$ cat src/rtl/wb_arbiter.sv
// rtl/wb_arbiter.sv - register-file writeback arbiter: primary path with priority, secondary FIFO with stall-forced drain
// Optional WB_PENDING_EN adds pending[31:1], the in-flight destination-register scoreboard.
module wb_arbiter #(
  parameter int DEPTH     = 4,
  parameter int MAX_STALL = 8
) (
  input  logic                     clk,
  input  logic                     rst_n,
  input  logic                     p_valid,
  output logic                     p_ready,
  input  logic [4:0]               p_addr,
  input  logic [31:0]              p_data,
  input  logic                     s_valid,
  output logic                     s_ready,
  input  logic [4:0]               s_addr,
  input  logic [31:0]              s_data,
  output logic                     we,
  output logic [4:0]               wa,
  output logic [31:0]              wd,
`ifdef WB_PENDING_EN
  output logic [31:1]              pending,
`endif
  output logic [$clog2(DEPTH):0]   fifo_cnt
);

  localparam int AW = $clog2(DEPTH);
  localparam int CW = AW + 1;
  localparam int SW = $clog2(MAX_STALL + 1);

  typedef struct packed {
    logic [4:0]  addr;
    logic [31:0] data;
  } entry_t;

  entry_t          mem_q [DEPTH];
  logic [AW-1:0]   wr_ptr_q, wr_ptr_d;
  logic [AW-1:0]   rd_ptr_q, rd_ptr_d;
  logic [CW-1:0]   cnt_q, cnt_d;
  logic [SW-1:0]   stall_q, stall_d;
  logic            we_q, we_d;
  logic [4:0]      wa_q, wa_d;
  logic [31:0]     wd_q, wd_d;

  logic            fifo_empty;
  logic            fifo_full;
  logic            force_head;
  logic            grant_p;
  logic            grant_s;
  logic            push;
  entry_t          head;

  always_comb begin
    fifo_empty = (cnt_q == '0);
    fifo_full  = (cnt_q == CW'(DEPTH));
    head       = mem_q[rd_ptr_q];
    // A head that has lost MAX_STALL arbitrations takes the port from the primary path.
    force_head = (stall_q == SW'(MAX_STALL)) && !fifo_empty;
    grant_p    = p_valid && !force_head;
    grant_s    = !fifo_empty && (force_head || !p_valid);
    // No pass-through: readiness depends only on occupancy, never on a same-cycle dequeue.
    push       = s_valid && !fifo_full;

    wr_ptr_d = push    ? wr_ptr_q + AW'(1) : wr_ptr_q;
    rd_ptr_d = grant_s ? rd_ptr_q + AW'(1) : rd_ptr_q;
    cnt_d    = cnt_q + CW'(push) - CW'(grant_s);

    stall_d = stall_q;
    if (fifo_empty || grant_s) begin
      stall_d = '0;
    end else if (stall_q != SW'(MAX_STALL)) begin
      stall_d = stall_q + SW'(1);
    end

    // Register 0 writes are consumed like any other but never assert we.
    we_d = 1'b0;
    wa_d = wa_q;
    wd_d = wd_q;
    if (grant_p) begin
      we_d = (p_addr != 5'd0);
      wa_d = p_addr;
      wd_d = p_data;
    end else if (grant_s) begin
      we_d = (head.addr != 5'd0);
      wa_d = head.addr;
      wd_d = head.data;
    end
  end

  always_ff @(posedge clk or negedge rst_n) begin
    if (!rst_n) begin
      wr_ptr_q <= '0;
      rd_ptr_q <= '0;
      cnt_q    <= '0;
      stall_q  <= '0;
      we_q     <= 1'b0;
      wa_q     <= '0;
      wd_q     <= '0;
    end else begin
      wr_ptr_q <= wr_ptr_d;
      rd_ptr_q <= rd_ptr_d;
      cnt_q    <= cnt_d;
      stall_q  <= stall_d;
      we_q     <= we_d;
      wa_q     <= wa_d;
      wd_q     <= wd_d;
    end
  end

  // Entry storage needs no reset: only slots inside the occupancy window are ever read.
  always_ff @(posedge clk) begin
    if (push) begin
      mem_q[wr_ptr_q] <= '{addr: s_addr, data: s_data};
    end
  end

  assign p_ready  = !force_head;
  assign s_ready  = !fifo_full;
  assign we       = we_q;
  assign wa       = wa_q;
  assign wd       = wd_q;
  assign fifo_cnt = cnt_q;

`ifdef WB_PENDING_EN
  logic [31:1] pend_vec;
  entry_t      slot;

  always_comb begin
    pend_vec = '0;
    slot     = '0;
    for (int k = 0; k < DEPTH; k++) begin
      slot = mem_q[rd_ptr_q + AW'(k)];
      if ((CW'(k) < cnt_q) && (slot.addr != 5'd0)) begin
        pend_vec[slot.addr] = 1'b1;
      end
    end
    if (we_q && (wa_q != 5'd0)) begin
      pend_vec[wa_q] = 1'b1;
    end
  end

  assign pending = pend_vec;
`endif

endmodule

$ cat config.mk
export PLATFORM = sky130hd
export DESIGN_NAME = wb_arbiter
export DESIGN_NICKNAME = d
export VERILOG_FILES = /design/src/rtl/wb_arbiter.sv
export SDC_FILE = /design/constraint.sdc
export NUM_CORES = 1
export LEC_CHECK = 0
export ABC_CLOCK_PERIOD_IN_PS = 5590
export BUFFER_PORTS_ARGS = -buffer_cell sky130_fd_sc_hd__buf_4
export CAP_MARGIN = 20
export CELL_PAD_IN_SITES_DETAIL_PLACEMENT = 1
export CELL_PAD_IN_SITES_GLOBAL_PLACEMENT = 2
export CORE_MARGIN = 2
export CORE_UTILIZATION = 40
export DETAILED_ROUTE_END_ITERATION = 10
export GPL_ROUTABILITY_DRIVEN = 0
export GPL_TIMING_DRIVEN = 0
export PLACE_DENSITY = 0.73
export SKIP_LAST_GASP = 1
export SLEW_MARGIN = 5
export SYNTH_ARGS = -nofsm -noshare
export SYNTH_HDL_FRONTEND = slang
export SYNTH_SLANG_ARGS = --single-unit
$ cat constraint.sdc
create_clock -name clk -period 5.59 [get_ports clk]
set_clock_uncertainty 0.2 [all_clocks]
set_input_delay 0 -clock clk [delete_from_list [all_inputs] [get_ports clk]]
set_output_delay 0 -clock clk [all_outputs]
set_load 0.01 [all_outputs]
==> impl_results.md <==
- DR vias: 4,544
- H-Tree Depth: 4
- Slew headroom: 51.9%
- Endpoints failing hold: 0
- Starting density of the core: 41.0%
- Post-synthesis compound-gate area fraction: 3.32%
- Worst-margin pin slew: 721 ps
- Final min period: 2670 ps
- CP arrival: 2810 ps
- TritonCTS Buffers: 17
- Asr flop ratio synth: 24.9%
- Pleak: 3.95 nW
- CTS sink count: 197
- Final ANT Viol Nets: 0
- Critical path endpoint category: flop
- Setup crit start kind: flop
- Fmax: 374 MHz
- Final WL: 18.2 mm
- HPWL Detailed: 11.4 mm
- Die area: 20,400 um^2
- Placed Area: 8970 um^2
- CTS Buffer Depth: 2
- Die W: 143 um
- Vias in the first global route: 5,128
- CP bufs+invs: 2
- Seq/Total Area, Yosys: 73.7%
- Port Buffers: 119
- Mapped cell area: 7690 um^2
- Clk_lat worst skew: 420 ps
- Worst EP required: 5730 ps
- XOR/XNOR Fraction of Synth Area: 0.797%
- Crit Path Max Fanout: 10
- # DRC: 0
- Highest Signal Layer: met4
- Leading cell types in the layout, fill and taps excluded: edfxtp_1, buf_4, dlygate4sd3_1
- Pwr Total: 4.87 mW
- Gr usage total: 19.2%
- Post-synthesis simple-gate area fraction: 3.64%
- Worst IR Drop VDD: 0.237 mV
- CTS tree: yes
- Layout area overhead: 34.9%
- Crit path kind: reg -> reg
- Inst Count DP: 780
- # setup viols final: 0
- Avg WL per Cell: 20.4 um
- Status: finished clean
- I/O pin count: 121
- Ant. Diodes: 0
- Delay-heaviest family, CP: adder cells
- CTS root buf: clkbuf_16
- GRT overflow: 0
- Met1 wire length: 7.76 mm
- Layout cells sized above 1: 30.7%
- DIE HEIGHT: 143 um
- FP Rows: 50
- Design Area, Final: 10,400 um^2
- Syn nets: 510
- Most common cell after layout, fill and taps aside: edfxtp_1
- Dominant synthesized flop cell: edfxtp_1
- Crit path cell chain: nor3_1 > buf_2 > a21oi_1 > ha_1 > inv_1 > ha_1 > fa_1 > xnor2_1 > xnor2_1
- Post-synthesis mux area share: 15.3%
- Post-Synth Adder-Cell Area: 1.56%
- PwrDens: 470 nW/um^2
- First-pass DRT Iterations: 4
- Vias per cell: 5.08
- Post-synthesis cell type count: 29
- Final worst-path cycle share: 47.8%
- Largest net degree at the start of global routing: 41
- DR WL met2: 9.35 mm
- Mean post-synth cell area: 18.2 um^2
- Clock transition at the registers of the reported paths: 70 ps
- Largest family of logic cells by synthesized area: multiplexers
- Antenna violations before repair: 0
- Syn. warnings: 0
- Final Max Tran Viols: 0
- First-pass GRT wire length: 28.6 mm
- Nets: 735
- RSZ-0062 raised after global routing: no
- FF+latch count, synth: 197
- Post-route setup TNS: 0 ps
- Number of synthesized flops with an enable pin: 148
- CP max-delay cell: dfrtp_1
- Detail Route met3 WL: 850 um
- Cells after Synth: 423
- Max Cap Violations: 0
- Iter 0 DRT Violations: 199
- Slowest cell delay on critical path: 420 ps
- Worst hold path class: in -> reg
- Core Box Area: 18,800 um^2
- Fin cells: 895
- Post-CTS Resized: 0
flip-flops by register name (all words and copies together) (netlist names):
signal	count
wd	32
rd_ptr_q	2
wr_ptr_q	2
mem_q	148
stall_q	4
fifo_cnt	3
wa	5
we	1
metrics by stage:
step	util, %	hold WS (ps)	setup slack (ps)
2_1_floorplan	-	-496	3200
3_3_place_gp	47.3	-98.9	2640
3_5_place_dp	47.8	-84.9	2900
4_1_cts	55.3	85.7	2870
5_1_grt	55.3	97.9	2730
6_report	55.3	97.9	2920
report_power, final:
group / leakage, nW / internal [mW] / switching (mW) / total (mW)
clock network: 0.283 / 0.665 / 0.542 / 1.21
registers: 1.94 / 1.98 / 0.156 / 2.14
logic: 1.73 / 0.754 / 0.774 / 1.53
what timing repair did:
action | in CTS | in global routing
hold buffers | 83 | 0
setup buffers | 0 | 0
hold endpoints to repair | 246 | 0
cells by family (layout without fill, tap and decap cells):
logic type,count (synthesis),count (layout)
and+or+nand+nor,64,64
muxes,70,70
AOI/OAI and AO/OA,46,46
xor gates and xnor gates,7,7
buffers and inverters,30,268
adders and majority gates,9,9
DFF,197,197
metal layers:
layer / vias to the layer above / global-route usage (%)
li1: 2086 / -
met1: 2310 / 24.8
met2: 128 / 31.8
met3: 20 / 5.03
met4: 0 / 6.04
met5: - / 0
worst register-to-register path: stages (launching register included):
cell and delay, ps:
dfrtp_1 420, nor3_1 250, buf_2 280, a21oi_1 160, ha_1 350, inv_1 40, ha_1 180, fa_1 380
xnor2_1 200, xnor2_1 150
synthesized netlist by cell type (4+ instances only):
library cell	instances	area, um^2
nand2_1	44	165
and3_1	5	31.3
a221o_1	5	50.1
dfrtp_1	49	1230
nor3_1	4	20.0
buf_2	9	45.0
ha_1	8	100
xnor2_1	5	43.8
clkbuf_1	11	41.3
mux4_2	34	766
o21ai_0	33	165
edfxtp_1	148	4440
mux2i_1	32	320
a21oi_1	6	30.0
inv_1	9	33.8
cell type report:
class / instances / area [um^2]
clock buffer: 18 / 429
multi-input combinational: 196 / 1900
fill: 1786 / 8390
buffer: 21 / 97.6
clock inverter: 14 / 151
sequential: 197 / 5670
tap: 234 / 293
inverter: 9 / 33.8
timing repair buffer: 206 / 1800
worst paths after layout:
check | from | endpoint | slack [ps] | cells past startpoint
max in group asynchronous | rst_n | stall_q[1] | 3290 | 4
min in group asynchronous | rst_n | wd[27] | 480 | 3
min reg2reg | wd[21] | wd[21] | 280 | 2
min | p_valid | stall_q[1] | 100 | 3
max | fifo_cnt[1] | fifo_cnt[2] | 2920 | 9
max reg2reg | fifo_cnt[1] | fifo_cnt[2] | 2920 | 9
Note: power is estimated with default switching activity, not from simulation.
